`config.mk`:
```
export PLATFORM = sky130hd
export DESIGN_NAME = act_collector
export DESIGN_NICKNAME = d
export VERILOG_FILES = /design/src/rtl/act_collector.sv
export SDC_FILE = /design/constraint.sdc
export NUM_CORES = 1
export LEC_CHECK = 0
export CORE_ASPECT_RATIO = 1.2
export CORE_MARGIN = 8
export CORE_UTILIZATION = 33
export DETAILED_ROUTE_END_ITERATION = 10
export PLACE_DENSITY = 0.5
export SYNTH_ARGS = -nofsm -noshare
export SYNTH_HDL_FRONTEND = slang
export SYNTH_SLANG_ARGS = --single-unit
```
`constraint.sdc`:
```
create_clock -name clk -period 6.7 [get_ports clk]
set_input_delay 1.34 -clock clk [delete_from_list [all_inputs] [get_ports clk]]
set_output_delay 1.34 -clock clk [all_outputs]
set_load 0.005 [all_outputs]
```
`src/rtl/act_collector.sv`:
```
// act_collector: buffers one layer of ReLU activations and then streams them
// to the next layer over a valid/ready handshake. Every activation pulse is
// edge-detected, so a pulse is counted once however long it is held high.
// All outputs come straight from flops. Their next values are computed from
// the next state, so out_valid rises in the cycle right after the capture
// that completes the layer.
module act_collector #(
  parameter  int DEPTH = 16,
  localparam int AW    = $clog2(DEPTH)
) (
  input  logic          clk,
  input  logic          rst,
  input  logic          act_done,
  input  logic [15:0]   act_data,
  input  logic          start,
  input  logic [AW:0]   layer_len,
  output logic [15:0]   out_data,
  output logic          out_valid,
  input  logic          out_ready,
  output logic          out_last,
  output logic          busy,
  output logic          layer_done,
  output logic          overflow,
  output logic          len_err
);

  typedef enum logic [1:0] {
    IDLE    = 2'd0,
    COLLECT = 2'd1,
    DRAIN   = 2'd2,
    DONE    = 2'd3
  } state_t;

  localparam logic [AW:0] DEPTH_C = (AW + 1)'(DEPTH);
  localparam logic [AW:0] ONE_C   = (AW + 1)'(1);

  state_t        state_r, state_nx_s;
  logic [AW:0]   wr_r, wr_nx_s;
  logic [AW:0]   rd_r, rd_nx_s;
  logic [AW:0]   len_r, len_nx_s;
  logic          act_q_r;
  logic          cap_s;
  logic          wr_en_s;
  logic          ovf_r, ovf_nx_s;
  logic          lerr_r, lerr_nx_s;
  logic          drain_nx_s;
  logic          last_nx_s;
  logic [15:0]   data_nx_s;
  logic          out_valid_r, out_last_r, busy_r, layer_done_r;
  logic [15:0]   out_data_r;
  logic [15:0]   mem_r [DEPTH];

  // A capture event is the rising edge of act_done.
  assign cap_s = act_done & ~act_q_r;

  // Next-state, pointer, flag and next-output computation.
  always_comb begin
    state_nx_s = state_r;
    wr_nx_s    = wr_r;
    rd_nx_s    = rd_r;
    len_nx_s   = len_r;
    wr_en_s    = 1'b0;
    lerr_nx_s  = lerr_r;
    // A capture outside COLLECT has nowhere to go and is flagged as lost.
    ovf_nx_s   = ovf_r | (cap_s & (state_r != COLLECT));
    case (state_r)
      IDLE: begin
        if (start) begin
          if ((layer_len != {(AW + 1){1'b0}}) && (layer_len <= DEPTH_C)) begin
            len_nx_s   = layer_len;
            wr_nx_s    = {(AW + 1){1'b0}};
            rd_nx_s    = {(AW + 1){1'b0}};
            state_nx_s = COLLECT;
          end else begin
            lerr_nx_s  = 1'b1;
          end
        end else begin
          state_nx_s = IDLE;
        end
      end
      COLLECT: begin
        if (cap_s) begin
          wr_en_s = 1'b1;
          wr_nx_s = wr_r + ONE_C;
          if ((wr_r + ONE_C) == len_r) begin
            state_nx_s = DRAIN;
          end else begin
            state_nx_s = COLLECT;
          end
        end else begin
          state_nx_s = COLLECT;
        end
      end
      DRAIN: begin
        if (out_valid_r && out_ready) begin
          rd_nx_s = rd_r + ONE_C;
          if (out_last_r) begin
            state_nx_s = DONE;
          end else begin
            state_nx_s = DRAIN;
          end
        end else begin
          state_nx_s = DRAIN;
        end
      end
      DONE: begin
        state_nx_s = IDLE;
      end
      default: begin
        state_nx_s = IDLE;
      end
    endcase

    drain_nx_s = (state_nx_s == DRAIN);
    last_nx_s  = drain_nx_s && (rd_nx_s == (len_nx_s - ONE_C));
    if (!drain_nx_s) begin
      data_nx_s = 16'h0000;
    end else if (wr_en_s && (wr_r == rd_nx_s)) begin
      // A one-word layer reads the word that is being written this cycle.
      data_nx_s = act_data;
    end else begin
      data_nx_s = mem_r[rd_nx_s[AW-1:0]];
    end
  end

  // State, pointers, edge detector, sticky flags and registered outputs.
  always_ff @(posedge clk) begin
    if (!rst) begin
      state_r      <= IDLE;
      wr_r         <= {(AW + 1){1'b0}};
      rd_r         <= {(AW + 1){1'b0}};
      len_r        <= {(AW + 1){1'b0}};
      act_q_r      <= 1'b0;
      ovf_r        <= 1'b0;
      lerr_r       <= 1'b0;
      out_valid_r  <= 1'b0;
      out_last_r   <= 1'b0;
      out_data_r   <= 16'h0000;
      busy_r       <= 1'b0;
      layer_done_r <= 1'b0;
    end else begin
      state_r      <= state_nx_s;
      wr_r         <= wr_nx_s;
      rd_r         <= rd_nx_s;
      len_r        <= len_nx_s;
      act_q_r      <= act_done;
      ovf_r        <= ovf_nx_s;
      lerr_r       <= lerr_nx_s;
      out_valid_r  <= drain_nx_s;
      out_last_r   <= last_nx_s;
      out_data_r   <= data_nx_s;
      busy_r       <= (state_nx_s != IDLE);
      layer_done_r <= (state_nx_s == DONE);
    end
  end

  // Activation buffer; contents are only ever exposed while draining.
  always_ff @(posedge clk) begin
    if (rst && wr_en_s) begin
      mem_r[wr_r[AW-1:0]] <= act_data;
    end
  end

  assign out_data   = out_data_r;
  assign out_valid  = out_valid_r;
  assign out_last   = out_last_r;
  assign busy       = busy_r;
  assign layer_done = layer_done_r;
  assign overflow   = ovf_r;
  assign len_err    = lerr_r;

endmodule

```
**After elaboration in Yosys (flattened, before gate mapping)**

Memory sizes are Yosys's and may differ from the RTL's.
Cells that the tools add are included.

- Reduce and logical (&&, ||, !) cells: 12
- Bitwise operators: 5
- Order comparisons: 1
- Add/sub/neg operators: 3
- Muxes and demuxes: 23
- Equality and inequality tests: 12

Operator list:

| cell | count |
|---|---|
| 5-bit 2-to-1 mux | 9 |
| 5-bit case mux with 2 select lines | 2 |
| 16-bit 2-to-1 mux | 1 |
| 5-bit equality test | 3 |
| 5-bit by 1-bit adder with 5-bit output, second input constant | 2 |
| 2-bit 2-to-1 mux | 5 |
| 2-bit equality test, second input constant | 4 |
| 2-bit case mux with 4 select lines | 1 |
| 2-bit inequality test, second input constant | 3 |
| 5-bit <= comparator, second input constant | 1 |
| 1-bit logical AND | 5 |
| 1-bit 2-to-1 mux | 5 |
| 5-bit nonzero test | 1 |
| 5-bit by 1-bit subtractor with 5-bit output, second input constant | 1 |
| 4-bit AND reduction | 1 |
| 2-bit nonzero test | 2 |
| 3-bit AND reduction | 1 |
| 1-bit AND | 2 |
| 2-bit by 1-bit equality test with 1-bit output, second input constant | 1 |
| 2-bit zero test | 1 |
| 2-bit by 1-bit inequality test with 1-bit output, second input constant | 1 |
| 1-bit NOT | 2 |
| 2-bit AND reduction | 1 |
| 1-bit bitwise OR | 1 |

- Output and inout bits: 22
- RAM bits: 256
- Bits of input ports: 26
- Bits in registers: 40
- Memories kept: 1
- Word-level logic and storage cells: 69

Memories:

| memory | depth | width | read ports | clocked after Yosys merged registers in | wr ports | line | RTL |
|---|---|---|---|---|---|---|---|
| mem_r | 16 | 16 | 1 | 0 | 1 | 51 | `logic [15:0] mem_r [DEPTH];` |

**Depth between registers and ports, before layout**

Gate-level depths: netlist (run 1).

- Depth in word-level cells: 8
- Depth in mapped cells: 11
- Mapped depth without buffers: 8

**Least setup slack after synthesis (run 1)**

OpenSTA, ideal clock, no wires.

- Path type: input to register
- Start: input layer_len[0]
- End: register out_data_r[12] (netlist: out_data[12])
- Library setup time: 74 ps
- Buffers on the path: 2
- Data arrival time: 3455 ps
- Required time: 6626 ps
- Cell stages on the path: 9
- Setup slack: 3171 ps
- Cells stage by stage: nor4_4 -> mux2_2 -> a221oi_4 -> buf_2 -> clkbuf_1 -> nand2_1 -> nand3_1 -> o2111ai_1 -> a31oi_2

- Longest elaborated chain between the ends: 8

RTL lines:

| element | line | RTL |
|---|---|---|
| start, declared | 16 | `input logic [AW:0] layer_len,` |
| 5-bit <= comparator / 5-bit nonzero test (equally long branches) | 69 | `if ((layer_len != {(AW + 1){1'b0}}) && (layer_len <= DEPTH_C)) begin` |
| 1-bit logical AND (*) | 69 |  |
| parallel branches: the longest is 6 deep, another holds memory read 16 x 16 bit | n/a |  |
| end signal, assigned | 151 | `out_data_r <= data_nx_s;` |
| end, declared | 50 | `logic [15:0] out_data_r;` |

Every way passes the cells marked *.
A chain may end at the register's enable or synchronous reset.

**Worst setup path in the final report (run 1)**

- Start: input layer_len[0]
- End: register out_data_r[14] (netlist: out_data[14])

Same word-level chain as after synthesis.

==> impl_metrics.tcl, run 1 <==
set metrics [dict create \
    status "completed" \
    coreArea_mm2 0.0365 \
    finalPower_mw 3.82 \
    grt_first_pass_wirelength_mm 47.5 \
    synth_cells 915 \
    grt_max_degree 107 \
    avgRoutedWirePerCell_um 21.6 \
    fin_crit_ns 4.70 \
    ys_seq_elements 296 \
    clk_path_buf_depth 3 \
    dpl.hpwl_mm 18.2 \
    setup_tns_ns 0 \
    rsz0062_at_grt "false" \
    routed_wl_mm 31.8 \
    critPathTopFamily "simple AND/OR/NAND/NOR gates" \
    synth_edf_count 256 \
    place_congestion 0.730 \
    path_class "primary input to register" \
    grt_pass1_vias 7451 \
    ctsHoldBuffers 0 \
    finalWorstSetupSlack_ns 2.00 \
    async_reset_ff_frac 0 \
    grt_overflow 0 \
    placed_cells 1409 \
    gr-usage-all-layers 0.146 \
    antenna_found_initial 0 \
    cap_violations 0 \
    htree_levels 2 \
    path_clk_slew_ns 0.06 \
    cp-end-kind "register" \
    vias 7470 \
    die_w_um 191 \
    synthFlopType "edfxtp_1" \
    finalNetCount 1003 \
    rows 77 \
    drcViolationCount 0 \
    worstHoldPathType "register to register" \
    worst_pin_slew_ns 1.02 \
    initialDrtViolationCount 580 \
    fp.dieH_um 226 \
    critPathLaunchType "primary input" \
    postCtsSetupBuffers 0 \
    clock-sinks 296 \
    arrival_ns 5.02 \
    most-common-layout-cells "edfxtp_1, nand2_1, nand3_1" \
    synth_cell_types 60 \
    cts-resized-gates 0 \
    reg2reg_slack_ns 2.89 \
    syn2layout_area_growth_pct 17.8 \
    leakage_nw 4.72 \
    path_cells "clkdlybuf4s50_1 -> nor4_4 -> mux2i_1 -> o21ai_4 -> buf_4 -> xor2_1 -> nand3_2 -> or2_1 -> a41oi_1" \
    dp_slack_ns 1.40 \
    cts_root_buffer "clkbuf_16" \
    clock_latency_ns 0.51 \
    fmax_mhz 213 \
    seq_area_frac_synth 0.701 \
    yosysWarnings 0 \
    portBuffers 47 \
    crit_required_ns 7.02 \
    start_util 0.332 \
    drtPass1Iterations 5 \
    final_common_cell "edfxtp_1" \
    diodes 0 \
    powerDensity_mw_per_mm2 268 \
    ir_worst_vdd_mv 0.186 \
    cts_buffers 34 \
    drive_gt1_frac 0.116 \
    cp_slowest_cell "or2_1" \
    synth_nets 947 \
    ios 48 \
    syn_area_per_cell_um2 13.2 \
    cts_tree "done" \
    fin_crit_sh 0.702 \
    fin_cells 1470 \
    hold_viol_final 0 \
    cp_num_buf_inv 2 \
    slew_viol_final 0 \
    finClkSkew_ns 0.0127 \
    synth_area_mm2 0.0121 \
    worstPathMaxFanout 37 \
    ant_nets 0 \
    setup_viol 0 \
    slew_headroom 0.318 \
    max_stage_delay_ns 0.86 \
    viasPerCell 5.08 \
    die_area_mm2 0.0431 \
]
==> final timing paths <==
kind | start | to | cells past startpoint
setup / recovery | layer_len[0] | out_data[14]$_SDFF_PN0_ | 9
hold / removal | overflow$_SDFF_PN0_ | overflow$_SDFF_PN0_ | 2
setup reg to reg | state_r[0]$_SDFF_PN0_ | out_data[3]$_SDFF_PN0_ | 7
hold reg to reg | overflow$_SDFF_PN0_ | overflow$_SDFF_PN0_ | 2
==> power breakdown <==
part	leakage (nW)	internal (mW)	switching, mW
logic	1.59	0.0354	0.0599
registers	2.62	2.01	0.00642
clock network	0.505	1.01	0.705
==> layout make-up <==
type,instances,area [µm²]
Tap cell,474,593
Timing Repair Buffer,73,678
Clock buffer,52,980
Inverter,4,15.0
Clock inverter,9,52.6
Multi-Input combinational cell,562,3460
Sequential cell,296,8490
Fill cell,3407,22200
==> layer usage <==
layer / global-route usage / up-vias / part of all wire
met4: 0.0458 / 0 / 0.024
met3: 0.0256 / 48 / 0.051
met5: 0 / - / 0
li1: - / 3533 / -
met1: 0.202 / 3711 / 0.47
met2: 0.231 / 178 / 0.46
==> kinds of logic (layout without fill, tap and decap cells) <==
group,count (synthesis),after routing,synth area share
simple gates,374,374,0.141
flops,296,296,0.701
compound gates,106,106,0.0680
mux,59,59,0.0494
buf+inv,57,138,0.0211
xor+xnor,17,17,0.0129
fa+ha+maj,6,6,0.00620
==> flip-flops by register name (all words and copies together) (netlist names), 2 cells and up <==
| name | flops |
|---|---|
| len_r | 5 |
| mem_r | 256 |
| out_data | 16 |
| rd_r | 5 |
| state_r | 2 |
| wr_r | 5 |
==> worst register-to-register path: stages (launching register included) <==
cell and delay (ns):
dfxtp_1 0.68, and4b_1 0.33, a21boi_0 0.71, o21a_2 0.32, xnor2_2 0.12, nand3_2 0.46
or2_1 0.79, a31oi_1 0.32
==> cell usage after synthesis, drive strengths merged, types with 5 or more instances <==
library cell | instances | area share
a21oi | 8 | 0.0033
a31oi | 37 | 0.024
buf | 22 | 0.010
clkbuf | 31 | 0.0096
dfxtp | 40 | 0.066
edfxtp | 256 | 0.63
ha | 6 | 0.0062
mux2i | 56 | 0.047
nand2 | 191 | 0.059
nand2b | 5 | 0.0026
nand3 | 85 | 0.036
nand4 | 14 | 0.0072
nor2 | 37 | 0.011
nor2b | 6 | 0.0031
nor3 | 14 | 0.0062
o2111ai | 15 | 0.011
o21ai | 10 | 0.0044
o31ai | 16 | 0.0099
xnor2 | 9 | 0.0071
xor2 | 8 | 0.0058
==> through the flow <==
| step | hold WS (ns) | area (µm²) | util |
|---|---|---|---|
| after detailed placement | 0.473 | 13200 | 0.362 |
| after floorplan | 0.460 | 12100 | - |
| after global routing | 0.530 | 14300 | 0.391 |
| final | 0.484 | 14300 | 0.391 |
| after global placement | 0.453 | 13200 | 0.362 |
| after CTS | 0.489 | 14300 | 0.391 |
Note: power is estimated with default switching activity, not from simulation.
==> run 2: changes to the inputs <==
Settings changed: PLACE_DENSITY 0.5 to 0.52.
Clock period 6.7 ns to 3.9 ns, I/O delays scaled along.
==> impl_metrics.tcl, run 2 (same netlist as run 1, synthesis figures left out) <==
set metrics [dict create \
    status "completed" \
    avgRoutedWirePerCell_um 21.7 \
    power.internal_mw 5.12 \
    max_stage_delay_ns 0.48 \
    finClkSkew_ns 0.0160 \
    arrival_ns 3.72 \
    slew_headroom 0.488 \
    most-common-layout-cells "edfxtp_1, nand2_1, nand3_1" \
    slew_viol_final 0 \
    ant_nets 0 \
    fmax_mhz 310 \
    path_class "primary input to register" \
    powerDensity_mw_per_mm2 444 \
    diodes 0 \
    cts-resized-gates 0 \
    r2r-start "state_r[0]$_SDFF_PN0_" \
    clk_path_buf_depth 3 \
    viasPerCell 5.16 \
    finalNetCount 1024 \
    postCtsSetupBuffers 0 \
    cts_buffers 31 \
    cap_violations 0 \
    die_w_um 191 \
    worstHoldPathType "register to register" \
    coreArea_mm2 0.0365 \
    cts_tree "done" \
    initialDrtViolationCount 518 \
    cp_num_buf_inv 3 \
    rsz0062_at_grt "false" \
    hold_viol_final 0 \
    clock-sinks 296 \
    worst_pin_slew_ns 0.767 \
    worstPathMaxFanout 23 \
    grt_first_pass_wirelength_mm 48.4 \
    fin_crit_ns 3.23 \
    p_sw_mw 1.31 \
    switching_share 0.203 \
    critPathLaunchType "primary input" \
    path_cells "clkdlybuf4s50_1 -> nor4_4 -> mux2_2 -> a221oi_4 -> buf_12 -> buf_4 -> mux2i_1 -> o2111ai_1 -> a31oi_1" \
    routed_wl_mm 32.3 \
    critPathTopFamily "buffers and inverters" \
    power_frac_clock 0.435 \
    dr.max_layer_used "met4" \
    cts_root_buffer "clkbuf_16" \
    ios 48 \
    reg2reg_slack_ns 1.18 \
    hold_path_end "len_err$_SDFFE_PN0P_" \
    start_util 0.332 \
    hold_depth 2 \
    seqPwrFrac 0.538 \
    rows 77 \
    fin_crit_sh 0.827 \
    leakage_nw 4.83 \
    dr_wl_met2_mm 15.2 \
    grt_pass1_vias 7633 \
    final_common_cell "edfxtp_1" \
    worstReg2RegEnd "out_data[3]$_SDFF_PN0_" \
    path_clk_slew_ns 0.06 \
    place_congestion 0.762 \
    gr-usage-all-layers 0.149 \
    grt_overflow 0 \
    die_area_mm2 0.0431 \
    portBuffers 47 \
    grt_max_degree 45 \
    worstHoldStart "len_err$_SDFFE_PN0P_" \
    met3_length_mm 1.70 \
    setup_tns_ns 0 \
    fin_util 0.397 \
    cp_slowest_cell "clkdlybuf4s50_1" \
    drcViolationCount 0 \
    clock_latency_ns 0.56 \
    reg2regPathDepth 8 \
    ir_worst_vdd_mv 0.331 \
    ctsHoldBuffers 0 \
    drt-met1-wl_mm 14.6 \
    largest_register_ffs 256 \
    vias 7694 \
    syn2layout_area_growth_pct 19.6 \
    drive_gt1_frac 0.138 \
    htree_levels 1 \
    combPwrFrac 0.027 \
    fp.dieH_um 226 \
    cp-end-kind "register" \
    antenna_found_initial 0 \
    dpl.hpwl_mm 19.1 \
    setup_viol 0 \
    drtPass1Iterations 5 \
    crit_required_ns 4.39 \
]
run 2: cell count changes in the layout (fill, tap and decap cells not counted):
cell / previous run / this run
buf_12: 1 / 9
clkinv_2: 3 / 6
clkinv_4: 1 / 0
clkinv_1: 3 / 2
clkbuf_1: 13 / 11
buf_4: 25 / 41
clkinvlp_4: 0 / 2
bufinv_16: 0 / 1
inv_6: 2 / 1
clkbuf_16: 35 / 31
run 2: cell type report:
class	count	area, µm²
Clock inverter	12	91.3
Inverter	4	15.0
Tap cell	474	593
Fill cell	3420	22000
Sequential cell	296	8490
Multi-Input combinational cell	562	3460
Timing Repair Buffer	97	958
Clock buffer	46	872
run 2: power groups by stage:
stage,clock (mW),sequential (mW),combinational (mW)
4_1_cts,2.86,3.46,0.177
3_5_place_dp,0,3.52,0.176
2_1_floorplan,0,3.52,0.0719
5_1_grt,2.98,3.46,0.192
3_3_place_gp,0,3.52,0.174
6_report,2.80,3.46,0.176
run 2: worst max-delay path by stage:
stage	from	end	slack (ns)	cells after the start
4_1_cts	layer_len[0]	out_data[2]$_SDFF_PN0_	0.65	9
3_3_place_gp	layer_len[0]	out_data[7]$_SDFF_PN0_	0.16	9
2_1_floorplan	layer_len[0]	out_data[12]$_SDFF_PN0_	0.93	9
5_1_grt	layer_len[0]	out_data[2]$_SDFF_PN0_	0.52	9
6_report	layer_len[0]	out_data[2]$_SDFF_PN0_	0.67	9
3_5_place_dp	layer_len[0]	out_data[2]$_SDFF_PN0_	0.09	9
run 2: metrics by stage:
stage	setup slack, ns	hold WS [ns]	instance area, µm²	power (mW)	cells
after detailed placement	0.0908	0.462	13500	3.70	1433
final	0.673	0.472	14500	6.43	1491
after floorplan	0.931	0.460	12100	3.59	915
after global placement	0.163	0.454	13500	3.70	1433
after CTS	0.651	0.478	14500	6.50	1491
after global routing	0.521	0.514	14500	6.63	1491
run 2: metal layers:
| layer | track usage | up-vias |
|---|---|---|
| li1 | - | 3578 |
| met1 | 0.197 | 3883 |
| met2 | 0.244 | 187 |
| met4 | 0.0481 | 0 |
| met5 | 0 | - |
| met3 | 0.0272 | 46 |
run 2: tightest hold or removal path: stages (launching register included):
cell	delay, ns
dfxtp_1	0.33
a21oi_1	0.04
nor2_1	0.07
==> run 3: changes to the inputs <==
Settings changed: PLACE_DENSITY 0.52 to 0.5.
Clock period 3.9 ns to 3.19 ns, I/O delays scaled along.
==> impl_metrics.tcl, run 3 (same netlist as run 1, synthesis figures left out) <==
set metrics [dict create \
    portBuffers 47 \
    arrival_ns 3.35 \
    stdcell_area_mm2 0.0151 \
    rsz0062_at_grt "false" \
    worstPathMaxFanout 22 \
    holdWs_ns 0.485 \
    routed_wl_mm 33.9 \
    critPathTopFamily "buffers and inverters" \
    cts-resized-gates 0 \
    leakage_nw 5.19 \
    place_congestion 0.757 \
    cap_violations 0 \
    r2r-start "rd_r[0]$_SDFF_PN0_" \
    fin_crit_ns 2.89 \
    setup_tns_ns 0 \
    final_common_cell "edfxtp_1" \
    initialDrtViolationCount 540 \
    cp-startpoint "layer_len[0]" \
    cp_slowest_cell "clkdlybuf4s50_1" \
    dp_slack_ns -0.231 \
    start_util 0.332 \
    worst_pin_slew_ns 0.720 \
    drive_gt1_frac 0.182 \
    status "completed" \
    path_common_cell "buf_12" \
    path_clk_slew_ns 0.06 \
    hold_viol_final 0 \
    viasPerCell 5.07 \
    antenna_found_initial 0 \
    cp-end-kind "register" \
    critPathLaunchType "primary input" \
    path_class "primary input to register" \
    cts_buffers 34 \
    largest_register_ffs 256 \
    clock-sinks 296 \
    fmax_mhz 346 \
    grt_first_pass_wirelength_mm 50.2 \
    drcViolationCount 0 \
    dpl_cell_area_mm2 0.0140 \
    slew_viol_final 0 \
    htree_levels 2 \
    cp_num_buf_inv 3 \
    grt_pass1_vias 7873 \
    finClkSkew_ns 0.0191 \
    grt_max_degree 28 \
    clock_latency_ns 0.53 \
    setup_viol 0 \
    die_w_um 191 \
    fp.dieH_um 226 \
    crit_required_ns 3.65 \
    worstHoldStart "overflow$_SDFF_PN0_" \
    coreArea_mm2 0.0365 \
    drtPass1Iterations 7 \
    diodes 0 \
    dpl.hpwl_mm 21.5 \
    gr-usage-all-layers 0.157 \
    most-common-layout-cells "edfxtp_1, nand2_1, nand3_1" \
    cts_tree "done" \
    avgRoutedWirePerCell_um 22.0 \
    clk_path_buf_depth 3 \
    cts_root_buffer "clkbuf_16" \
    ir_worst_vdd_mv 0.423 \
    slew_headroom 0.519 \
    ios 48 \
    finalWorstSetupSlack_ns 0.300 \
    postCtsSetupBuffers 0 \
    finalNetCount 1074 \
    grt_overflow 0 \
    fin_crit_sh 0.906 \
    die_area_mm2 0.0431 \
    powerDensity_mw_per_mm2 559 \
    max_stage_delay_ns 0.46 \
    vias 7806 \
    ctsHoldBuffers 0 \
    path_cells "clkdlybuf4s50_1 -> nor4_4 -> mux2_2 -> a221oi_4 -> buf_12 -> buf_12 -> mux2i_1 -> o2111ai_1 -> a31oi_2" \
    ant_nets 0 \
    worstHoldPathType "register to register" \
    syn2layout_area_growth_pct 24.8 \
    rows 77 \
]
==> run 3: changes by cell type in the layout (fill, tap and decap cells not counted), sizes merged <==
cell,before,now
buf,50,97
bufinv,1,4
clkbuf,46,47
clkinv,8,6
clkinvlp,2,1
inv,5,7
==> run 3: worst register-to-register path, delay by kind of cell, from the launching register on <==
family / cells / cell delay [ns]
xor+xnor: 1 / 0.16
compound gates: 2 / 0.36
buf+inv: 2 / 0.41
fa+ha+maj: 1 / 0.31
simple gates: 2 / 0.40
mux: 1 / 0.29
flops: 1 / 0.53
==> run 3: routing by layer <==
layer	share of wire	wire length, µm	global-route usage
met5	0	0	0
met3	0.053	1800	0.0309
met2	0.48	16100	0.259
met4	0.026	866	0.0531
met1	0.45	15100	0.204
==> run 3: power by group <==
| group | switching, mW | leakage (nW) | total, mW | internal (mW) |
|---|---|---|---|---|
| Clock | 1.58 | 0.555 | 3.99 | 2.41 |
| Sequential | 0.0110 | 2.62 | 4.23 | 4.21 |
| Combinational | 0.137 | 2.01 | 0.231 | 0.0941 |
| Total | 1.73 | 5.19 | 8.44 | 6.71 |
==> run 3: through the flow <==
stage / std cells / utilization / total power, mW
2_1_floorplan: 915 / - / 4.39
3_3_place_gp: 1480 / 0.383 / 4.54
3_5_place_dp: 1480 / 0.383 / 4.54
4_1_cts: 1541 / 0.414 / 8.54
5_1_grt: 1541 / 0.414 / 8.70
6_report: 1541 / 0.414 / 8.44
==> run 3: final timing paths <==
check,endpoint,slack (ns),cells past startpoint
setup / recovery,out_data[10]$_SDFF_PN0_,0.30,9
hold / removal,overflow$_SDFF_PN0_,0.48,2
setup reg to reg,out_data[5]$_SDFF_PN0_,0.60,9
hold reg to reg,overflow$_SDFF_PN0_,0.48,2
==> run 3: final cells by class <==
class,count,area (µm²)
clock buffers,47,940
clock inverters,14,199
fillers,3330,21400
inverters,4,15.0
multi-input cells,562,3460
flip-flops and latches,296,8490
well taps,474,593
repair buffers,144,1410
